**src/rtl/mem_stage_lsu.sv**
```systemverilog
// MIPS memory-stage load/store unit in front of a word-addressed data cache.
// Halfword ops (LH/LHU/SH) are built only when LSU_HALF_EN is defined; otherwise they decode as illegal.
module mem_stage_lsu #(
    parameter int unsigned ADDR_W = 5,
    parameter int unsigned DATA_W = 32
) (
    input  logic              clk,
    input  logic              rst_n,
    input  logic              ex_valid,
    output logic              ex_ready,
    input  logic [3:0]        ex_op,
    input  logic [31:0]       ex_addr,
    input  logic [DATA_W-1:0] ex_wdata,
    input  logic [4:0]        ex_rd,
    output logic [ADDR_W-1:0] dCacheAddr,
    output logic              dCacheWriteEn,
    output logic              dCacheReadEn,
    output logic [DATA_W-1:0] rfReadData_p1,
    input  logic [DATA_W-1:0] loadedData,
    output logic              wb_valid,
    output logic [4:0]        wb_rd,
    output logic [DATA_W-1:0] wb_data,
    output logic              misalign_err,
    output logic              illegal_op
);

    localparam logic [3:0] OpNop = 4'd0;
    localparam logic [3:0] OpLw  = 4'd1;
    localparam logic [3:0] OpLb  = 4'd2;
    localparam logic [3:0] OpLbu = 4'd3;
    localparam logic [3:0] OpSw  = 4'd8;
    localparam logic [3:0] OpSb  = 4'd9;
`ifdef LSU_HALF_EN
    localparam logic [3:0] OpLh  = 4'd4;
    localparam logic [3:0] OpLhu = 4'd5;
    localparam logic [3:0] OpSh  = 4'd10;
`endif

    typedef enum logic [0:0] {StIdle, StRmwWr} state_e;

    state_e              state_q, state_d;
    logic [ADDR_W-1:0]   addr_q;
    logic [DATA_W-1:0]   merge_q;
    logic                wb_valid_q;
    logic [4:0]          wb_rd_q;
    logic [DATA_W-1:0]   wb_data_q;
    logic                misalign_q;
    logic                illegal_q;

    logic                is_nop, is_load, is_sw, is_sub_st, signed_ld, size_byte, legal;
`ifdef LSU_HALF_EN
    logic                size_half;
    logic [15:0]         ld_half;
`endif
    logic                misaligned;
    logic                accept, bad_op, mis_acc, do_access;
    logic [ADDR_W-1:0]   index;
    logic [7:0]          ld_byte;
    logic [DATA_W-1:0]   ld_result;
    logic [DATA_W-1:0]   merged;
    logic                unused_addr;

    // Upper address bits alias onto the cache; they are intentionally dropped.
    assign unused_addr = ^ex_addr[31:ADDR_W+2];
    assign index       = ex_addr[ADDR_W+1:2];

    always_comb begin
        is_nop    = 1'b0;
        is_load   = 1'b0;
        is_sw     = 1'b0;
        is_sub_st = 1'b0;
        signed_ld = 1'b0;
        size_byte = 1'b0;
        legal     = 1'b1;
`ifdef LSU_HALF_EN
        size_half = 1'b0;
`endif
        case (ex_op)
            OpNop: is_nop = 1'b1;
            OpLw:  is_load = 1'b1;
            OpLb: begin
                is_load   = 1'b1;
                size_byte = 1'b1;
                signed_ld = 1'b1;
            end
            OpLbu: begin
                is_load   = 1'b1;
                size_byte = 1'b1;
            end
            OpSw:  is_sw = 1'b1;
            OpSb: begin
                is_sub_st = 1'b1;
                size_byte = 1'b1;
            end
`ifdef LSU_HALF_EN
            OpLh: begin
                is_load   = 1'b1;
                size_half = 1'b1;
                signed_ld = 1'b1;
            end
            OpLhu: begin
                is_load   = 1'b1;
                size_half = 1'b1;
            end
            OpSh: begin
                is_sub_st = 1'b1;
                size_half = 1'b1;
            end
`endif
            default: legal = 1'b0;
        endcase
    end

    always_comb begin
        misaligned = 1'b0;
`ifdef LSU_HALF_EN
        if (size_half) begin
            misaligned = ex_addr[0];
        end else
`endif
        if (!size_byte && (is_load || is_sw)) begin
            misaligned = (ex_addr[1:0] != 2'b00);
        end
    end

    assign ex_ready  = (state_q == StIdle);
    assign accept    = ex_valid && ex_ready;
    assign bad_op    = accept && !legal;
    assign mis_acc   = accept && legal && !is_nop && misaligned;
    assign do_access = accept && legal && !is_nop && !misaligned;

    // Little-endian lane extract and extension of the read word.
    always_comb begin
        case (ex_addr[1:0])
            2'd0:    ld_byte = loadedData[7:0];
            2'd1:    ld_byte = loadedData[15:8];
            2'd2:    ld_byte = loadedData[23:16];
            default: ld_byte = loadedData[31:24];
        endcase
        ld_result = loadedData;
        if (size_byte) begin
            ld_result = {{24{signed_ld & ld_byte[7]}}, ld_byte};
        end
`ifdef LSU_HALF_EN
        ld_half = ex_addr[1] ? loadedData[31:16] : loadedData[15:0];
        if (size_half) begin
            ld_result = {{16{signed_ld & ld_half[15]}}, ld_half};
        end
`endif
    end

    // Sub-word store: replace the addressed lane of the read word.
    always_comb begin
        merged = loadedData;
        if (size_byte) begin
            case (ex_addr[1:0])
                2'd0:    merged[7:0]   = ex_wdata[7:0];
                2'd1:    merged[15:8]  = ex_wdata[7:0];
                2'd2:    merged[23:16] = ex_wdata[7:0];
                default: merged[31:24] = ex_wdata[7:0];
            endcase
        end
`ifdef LSU_HALF_EN
        if (size_half) begin
            if (ex_addr[1]) begin
                merged[31:16] = ex_wdata[15:0];
            end else begin
                merged[15:0] = ex_wdata[15:0];
            end
        end
`endif
    end

    always_comb begin
        state_d       = state_q;
        dCacheAddr    = '0;
        dCacheReadEn  = 1'b0;
        dCacheWriteEn = 1'b0;
        rfReadData_p1 = '0;
        unique case (state_q)
            StIdle: begin
                if (do_access) begin
                    dCacheAddr = index;
                    if (is_load || is_sub_st) begin
                        dCacheReadEn = 1'b1;
                    end
                    if (is_sw) begin
                        dCacheWriteEn = 1'b1;
                        rfReadData_p1 = ex_wdata;
                    end
                    if (is_sub_st) begin
                        state_d = StRmwWr;
                    end
                end
            end
            StRmwWr: begin
                dCacheWriteEn = 1'b1;
                dCacheAddr    = addr_q;
                rfReadData_p1 = merge_q;
                state_d       = StIdle;
            end
            default: state_d = StIdle;
        endcase
    end

    always_ff @(posedge clk or negedge rst_n) begin
        if (!rst_n) begin
            state_q    <= StIdle;
            addr_q     <= '0;
            merge_q    <= '0;
            wb_valid_q <= 1'b0;
            wb_rd_q    <= '0;
            wb_data_q  <= '0;
            misalign_q <= 1'b0;
            illegal_q  <= 1'b0;
        end else begin
            state_q    <= state_d;
            wb_valid_q <= do_access && is_load;
            misalign_q <= mis_acc;
            illegal_q  <= bad_op;
            if (do_access && is_load) begin
                wb_rd_q   <= ex_rd;
                wb_data_q <= ld_result;
            end
            if (do_access && is_sub_st) begin
                addr_q  <= index;
                merge_q <= merged;
            end
        end
    end

    assign wb_valid     = wb_valid_q;
    assign wb_rd        = wb_rd_q;
    assign wb_data      = wb_data_q;
    assign misalign_err = misalign_q;
    assign illegal_op   = illegal_q;

endmodule

```
**config.mk**
```make
export PLATFORM = sky130hd
export DESIGN_NAME = mem_stage_lsu
export DESIGN_NICKNAME = d
export VERILOG_FILES = /design/src/rtl/mem_stage_lsu.sv
export SDC_FILE = /design/constraint.sdc
export NUM_CORES = 1
export LEC_CHECK = 0
export ABC_AREA = 1
export CORE_MARGIN = 2
export CORE_UTILIZATION = 45
export DETAILED_ROUTE_END_ITERATION = 16
export PLACE_DENSITY = 0.77
export SKIP_LAST_GASP = 1
export SLEW_MARGIN = 30
export SYNTH_ARGS = -nofsm -noshare
export SYNTH_HDL_FRONTEND = slang
export SYNTH_SLANG_ARGS = --single-unit
export TNS_END_PERCENT = 100
```
**constraint.sdc**
```tcl
create_clock -name clk -period 2.3 [get_ports clk]
set_clock_uncertainty 0.05 [all_clocks]
set_input_delay 0.46 -clock clk [delete_from_list [all_inputs] [get_ports clk]]
set_output_delay 0.46 -clock clk [all_outputs]
set_load 0.02 [all_outputs]
```
Yosys cells after proc, flatten, opt, wreduce, memory -nomap -nowiden. Cells that the tools add are included. W data, S select, Z words.

Input port bits: 108. Bits in registers: 78. Logic and storage cells: 68.

Multiplexer cells: 29. Reductions and logical operators: 22. Equality and inequality tests: 7. Bitwise gates (word level): 2.

Operators with widths (number): $mux W32 (4); $pmux W32 S2 (1); $mux W8 (4); $pmux W8 S3 (1); $mux W1 (15); $pmux W5 S2 (1); $logic_and A1 B1 Y1 (9); $reduce_or A3 Y1 (3); $eq A4 B2 Y1 const B (2); $eq A4 B4 Y1 const B (2); $reduce_or A6 Y1 (1); $mux W5 (1); $eq A4 B1 Y1 const B (1); $logic_not A1 Y1 (4); $logic_not A4 Y1 (1); $pmux W1 S2 (2); $eq A2 B1 Y1 const B (1); $eq A2 B2 Y1 const B (1); $logic_not A2 Y1 (1); $logic_or A1 B1 Y1 (2); $reduce_bool A2 Y1 (1); $and A1 B1 Y1 (1); $not A1 Y1 (1).

Logic depth before layout (Yosys ltp). Gate-level depths: netlist (run 1).

Depth in word-level cells: 10. Depth in mapped cells: 11. Mapped depth without buffers: 9.

Least setup slack after synthesis (run 1). No wires, ideal clock.

Path kind: input-to-output. Start: input ex_addr[1]. End: output rfReadData_p1[10]. Data arrival time: 1.765 ns. Slack: 0.025 ns. Buffers on the path: 2. Cell stages on the path: 9. Cell sequence: buf_2 nor2_4 inv_2 nand3_2 inv_2 nand2_2 nand2_1 buf_2 o21ai_0.

Word-level cells in the longest chain between the ends: 6.

Ends and longest elaborated chain: from (decl) (RTL line 12) `input logic [31:0] ex_addr,`; $reduce_bool A2 Y1 (RTL line 122) `misaligned = (ex_addr[1:0] != 2'b00);`; $mux W1 (RTL line 121) `if (!size_byte && (is_load || is_sw)) begin`; $logic_not A1 Y1 (RTL line 130) `assign do_access = accept && legal && !is_nop && !misaligned;`; $logic_and A1 B1 Y1 (RTL line 130); $mux W32 (RTL line 182) `if (do_access) begin`; $pmux W32 S2 (RTL line 180) `unique case (state_q)`; to (decl) (RTL line 18) `output logic [DATA_W-1:0] rfReadData_p1,`.

No other way between the ends.

Worst setup path after layout (run 1).
Start: register state_q. End: output ex_ready.

Word-level cells in the longest chain between the ends: 1.

Ends and longest elaborated chain: from (decl) (RTL line 41) `state_e state_q, state_d;`; from (signal assigned) (RTL line 208) `state_q <= StIdle;`; from (signal assigned) (RTL line 217) `state_q <= state_d;`; $not A1 Y1; to (decl) (RTL line 10) `output logic ex_ready,`.

No other way between the ends.

==> results.json, run 1 <==
{
  "status": "completed",
  "synth_cells": 779,
  "area_growth_pct": 42.3,
  "fp.dieH_um": 109,
  "layout_commonest_cell": "nand2_1",
  "clk_latency_ns": 0.37,
  "drt-initial-drc-count": 414,
  "reg2reg_slack_ns": 0.28,
  "yosys_warnings": 0,
  "htreeDepth": 3,
  "die_x_um": 109,
  "netlist_area_um2": 4980,
  "clockPowerShare_pct": 28.1,
  "cpPeakStageDelay_ns": 0.55,
  "gp_congestion": 0.933,
  "rsz0062_at_grt": "yes",
  "topRoutingLayerUsed": "met4",
  "synthDistinctLibCells": 20,
  "avgSynthCellArea_um2": 6.39,
  "dpl_cell_area_um2": 6810,
  "wl_met3_um": 936,
  "hold_violations": 0,
  "drt-pass1-iter-count": 5,
  "initial_core_util_pct": 45.9,
  "power_leakage_nw": 3.76,
  "portBuffers": 162,
  "fp.dieArea_um2": 11900,
  "via_count": 5834,
  "cts_made_buffers": 9,
  "clkTransAtPathRegs_ns": 0.08,
  "worst_pin_slew_ns": 0.718,
  "slew_violations": 0,
  "grt_usage_pct": 31.5,
  "wl_per_cell_um": 16.5,
  "timing.hold.ws_ns": 0.0648,
  "crit_fanout": 39,
  "io_pins": 188,
  "crit-reg2reg-launch": "state_q",
  "route.detailed.drc": 0,
  "synthesis.nets": 887,
  "switching_share_pct": 32.9,
  "power_density_nw_per_um2": 636,
  "overflow": 0,
  "finalCritPeriodShare_pct": 98.0,
  "crit_arrival_ns": 1.74,
  "hold_class": "in2async",
  "grt_max_degree": 79,
  "wl_met2_um": 9200,
  "ys_seq_area_share_pct": 39.2,
  "grt_pass1_wl_um": 28700,
  "layout_setup_ws_ns": 0.0458,
  "met1Wirelength_um": 7700,
  "p_int_mw": 3.03,
  "vias_per_cell": 5.30,
  "comb_power_share_pct": 32.2,
  "end_kind": "output port",
  "critPathLaunchType": "flop",
  "fill_cells": 996,
  "ant_nets": 0,
  "cts_sinks": 78,
  "coreArea_um2": 10800,
  "min_period_ns": 2.25,
  "drv_cap": 0,
  "finalInstanceArea_um2": 7080,
  "fmax_mhz": 444,
  "wirelength_um": 18200,
  "p_sw_mw": 1.48,
  "layout_common_cells": "nand2_1, nand3_1, clkdlybuf4s50_1, dfrtp_1, buf_4",
  "crit_type": "reg2out",
  "max-vdd-ir-drop_mv": 0.534,
  "dp_worst_setup_slack_ns": -0.780,
  "cts_tree": "done",
  "cts_max_path_buffers": 2,
  "rows": 38,
  "root_buffer": "clkbuf_8",
  "finalSetupViolations": 0,
  "final_nets": 1064,
  "first_global_vias": 5748,
  "drive_gt1_share_pct": 15.5,
  "r2r-end": "merge_q[31]",
  "ys_ff_latch": 78,
  "slowest_stage": "clkdlybuf4s50_1",
  "crit_required_ns": 1.79,
  "path_cells": "buf_6 > inv_1 > clkdlybuf4s50_1",
  "diodes": 0,
  "antenna_found_initial": 0,
  "r2r_cells": 9,
  "p_seq_share_pct": 39.8,
  "post-dp-hpwl_um": 13100,
  "finalPower_mw": 4.51,
  "relSlewSlack_pct": 52.1
}
==> cell usage after synthesis, drive strengths merged <==
| cell | count | area [um^2] |
|---|---|---|
| clkbuf | 15 | 56.3 |
| nor2 | 12 | 62.6 |
| dfrtp | 78 | 1950 |
| buf | 42 | 234 |
| nor3 | 1 | 5.00 |
| nand4 | 1 | 6.26 |
| o21ai | 40 | 200 |
| a21oi | 1 | 5.00 |
| nand2 | 397 | 1490 |
| or2 | 8 | 50.1 |
| nand3 | 168 | 856 |
| inv | 16 | 60.1 |
==> power groups by stage <==
stage	sequential, mW	combinational, mW	clock, mW
finish	1.79	1.45	1.26
global route	1.82	1.58	1.34
CTS	1.79	1.45	1.28
detailed placement	1.81	1.41	0
global placement	1.80	1.39	0
floorplan	1.99	0.490	0
==> cell type report <==
class	instances	area, um^2	share of cell area, %
sequential	78	1950	27.6
clock inverter	5	106	1.50
clock buffer	11	131	1.85
inverter	16	60.1	0.848
multi-input combinational	628	2720	38.4
tap	140	175	2.47
timing repair buffer	223	1940	27.4
==> critical path, delay by kind of cell, from the launching register on <==
kind,cells,cell delay [ns]
buffers and inverters,3,0.94
flip-flops,1,0.41
==> routing by layer <==
metal,vias up,global-route usage (%)
met3,27,5.08
met1,2772,39.0
met2,181,55.3
met5,-,0
met4,0,11.7
li1,2854,-
==> worst max path at each step <==
stage,from,end,slack [ns],cells past startpoint
2_1_floorplan,ex_addr[1],rfReadData_p1[10],0.02,9
3_3_place_gp,ex_op[1],rfReadData_p1[4],-0.67,10
3_5_place_dp,ex_op[1],rfReadData_p1[9],-0.78,10
4_1_cts,ex_op[2],dCacheWriteEn,0.02,11
5_1_grt,state_q,dCacheWriteEn,-0.03,8
6_report,state_q,ex_ready,0.05,3
==> kinds of logic (layout without fill, tap and decap cells) <==
| group | count (synthesis) | after routing | synth area share [%] |
|---|---|---|---|
| AO/OA/AOI/OAI | 41 | 41 | 4.12 |
| AND/OR/NAND/NOR | 587 | 587 | 49.6 |
| flip-flops | 78 | 78 | 39.2 |
| buffers and inverters | 73 | 255 | 7.04 |
==> registers in the layout, indices dropped and copies added, names as in the netlist <==
signal / cells
state_q: 1
addr_q: 5
merge_q: 32
wb_rd: 5
wb_valid: 1
illegal_op: 1
misalign_err: 1
wb_data: 32
==> what timing repair did <==
action | CTS | global route
endpoints found under the setup margin | 52 | 85
hold buffers | 0 | 0
gates cloned | 2 | 0
pin swaps | 6 | 2
setup buffers | 18 | 0
resized for setup | 224 | 34
==> stage by stage <==
step                cells  util (%)  TNS, ns
detailed placement   1065      62.8   -53.05
CTS                  1101      65.0        0
finish               1101      65.4        0
global placement     1065      62.8   -44.71
floorplan             779         -        0
global route         1101      65.4  -0.0545
Power figures use the tool's default switching activity.
==> inputs of run 2 (changes only) <==
--- a/config.mk
+++ b/config.mk
@@ -9,7 +9,8 @@
 export CORE_MARGIN = 2
 export CORE_UTILIZATION = 45
 export DETAILED_ROUTE_END_ITERATION = 16
-export PLACE_DENSITY = 0.77
+export DONT_BUFFER_PORTS = 1
+export PLACE_DENSITY = 0.56
 export SKIP_LAST_GASP = 1
 export SLEW_MARGIN = 30
 export SYNTH_ARGS = -nofsm -noshare
==> constraint.sdc (replaced) <==
create_clock -name clk -period 2.3 [get_ports clk]
set_clock_uncertainty 0.05 [all_clocks]
set_input_delay 0.23 -clock clk [delete_from_list [all_inputs] [get_ports clk]]
set_output_delay 0.23 -clock clk [all_outputs]
set_load 0.02 [all_outputs]
==> results.json, run 2 (synthesis gave the netlist of run 1 again) <==
{
  "fp.dieArea_um2": 11900,
  "finalCritPeriodShare_pct": 92.4,
  "grt_pass1_wl_um": 25400,
  "reg2reg_slack_ns": 0.54,
  "portBuffers": 0,
  "wirelength_um": 16400,
  "fp.dieH_um": 109,
  "min_period_ns": 2.12,
  "comb_power_share_pct": 16.7,
  "root_buffer": "clkbuf_8",
  "p_seq_share_pct": 52.8,
  "final_nets": 903,
  "slew_violations": 0,
  "cts_sinks": 78,
  "r2r_cells": 6,
  "whs_path_depth": 3,
  "hold_class": "in2reg",
  "drv_cap": 0,
  "gp_congestion": 0.914,
  "grt_usage_pct": 28.2,
  "clk_latency_ns": 0.36,
  "area_growth_pct": 13.2,
  "cts_max_path_buffers": 2,
  "p_int_mw": 2.52,
  "crit_arrival_ns": 1.84,
  "overflow": 0,
  "crit_required_ns": 2.02,
  "switching_share_pct": 34.3,
  "end_kind": "output port",
  "crit_fanout": 32,
  "rsz0062_at_grt": "no",
  "drt-pass1-iter-count": 5,
  "place_inst": 910,
  "via_count": 5139,
  "drive_gt1_share_pct": 10.6,
  "hp-start": "ex_op[2]",
  "clockPowerShare_pct": 30.5,
  "htreeDepth": 3,
  "die_x_um": 109,
  "grt_max_degree": 79,
  "rows": 38,
  "status": "completed",
  "layout_common_cells": "nand2_1, nand3_1, dfrtp_1, buf_4, o21ai_0",
  "critPathLaunchType": "input pin",
  "antenna_found_initial": 0,
  "final_cells": 940,
  "clkTransAtPathRegs_ns": 0.08,
  "finalSetupViolations": 0,
  "power_leakage_nw": 3.08,
  "worst_pin_slew_ns": 0.703,
  "io_pins": 188,
  "first_global_vias": 4794,
  "wl_per_cell_um": 17.5,
  "ant_nets": 0,
  "vias_per_cell": 5.47,
  "drt-initial-drc-count": 412,
  "post-dp-hpwl_um": 11800,
  "relSlewSlack_pct": 53.0,
  "layout_commonest_cell": "nand2_1",
  "crit_type": "in2out",
  "initial_core_util_pct": 45.9,
  "route.detailed.drc": 0,
  "coreArea_um2": 10800,
  "hold_violations": 0,
  "fin_tns_setup_ns": 0,
  "p_sw_mw": 1.32,
  "crit-reg2reg-launch": "state_q",
  "fmax_mhz": 471,
  "max-vdd-ir-drop_mv": 0.522,
  "cts_made_buffers": 9,
  "diodes": 0,
  "power_density_nw_per_um2": 681,
  "r2r-end": "merge_q[29]",
  "worstHoldEndpoint": "misalign_err",
  "cts_tree": "done"
}
==> run 2: per-stage QoR <==
| stage | setup slack [ns] | util (%) | hold WS, ns | total power [mW] | instance area [um^2] |
|---|---|---|---|---|---|
| after floorplan | 0.485 | - | -0.116 | 2.48 | 4980 |
| after detailed placement | 0.421 | 48.5 | -0.113 | 2.64 | 5250 |
| after global placement | 0.483 | 48.5 | -0.113 | 2.62 | 5250 |
| after global routing | 0.0305 | 52.0 | 0.0753 | 4.06 | 5640 |
| final | 0.175 | 52.0 | 0.0648 | 3.84 | 5640 |
| after CTS | 0.130 | 52.0 | 0.0482 | 3.87 | 5630 |
==> run 2: layer usage <==
metal | wire length (um) | vias to the layer above | global-route usage (%)
li1 | - | 2530 | -
met1 | 7040 | 2390 | 37.5
met2 | 7470 | 193 | 43.5
met3 | 1560 | 26 | 9.74
met4 | 334 | 0 | 8.41
met5 | 0 | - | 0
==> run 2: how the worst max path moves through the flow <==
stage / slack (ns) / endpoint / start / depth (start not counted)
global placement: 0.48 / merge_q[29] / ex_addr[1] / 8
floorplan: 0.48 / rfReadData_p1[10] / ex_addr[1] / 9
finish: 0.18 / rfReadData_p1[5] / ex_valid / 9
detailed placement: 0.42 / merge_q[26] / ex_addr[1] / 8
global route: 0.03 / dCacheAddr[1] / ex_valid / 7
CTS: 0.13 / rfReadData_p1[5] / ex_valid / 9
==> run 2: cell type report <==
cell class / count / area (um^2)
Multi-Input combinational cell: 628 / 2690
Tap cell: 140 / 175
Fill cell: 1138 / 5200
Clock inverter: 5 / 81.3
Timing Repair Buffer: 62 / 543
Sequential cell: 78 / 1950
Inverter: 16 / 60.1
Clock buffer: 11 / 141
==> run 2: timing repair <==
action / 4_1_cts / 5_1_grt
setup endpoints to repair: 0 / 13
hold buffers: 14 / 0
endpoints found under the hold margin: 89 / 0
buffers inserted: 0 / 0
gates resized for setup: 0 / 2
==> run 2: worst max-delay path: stages <==
cell and delay, ns:
dlygate4sd3_1 0.52, inv_1 0.05, nor2_1 0.12, nand3_2 0.15, inv_2 0.12, nand2_1 0.06
buf_4 0.22, o21ai_0 0.20, buf_4 0.17
==> run 2: power groups by stage <==
stage                     combinational, mW  sequential (mW)  clock (mW)
after global placement                0.575             2.05           0
final                                 0.643             2.03        1.17
after global routing                  0.751             2.06        1.25
after CTS                             0.646             2.03        1.20
after detailed placement              0.589             2.05           0
after floorplan                       0.490             1.99           0
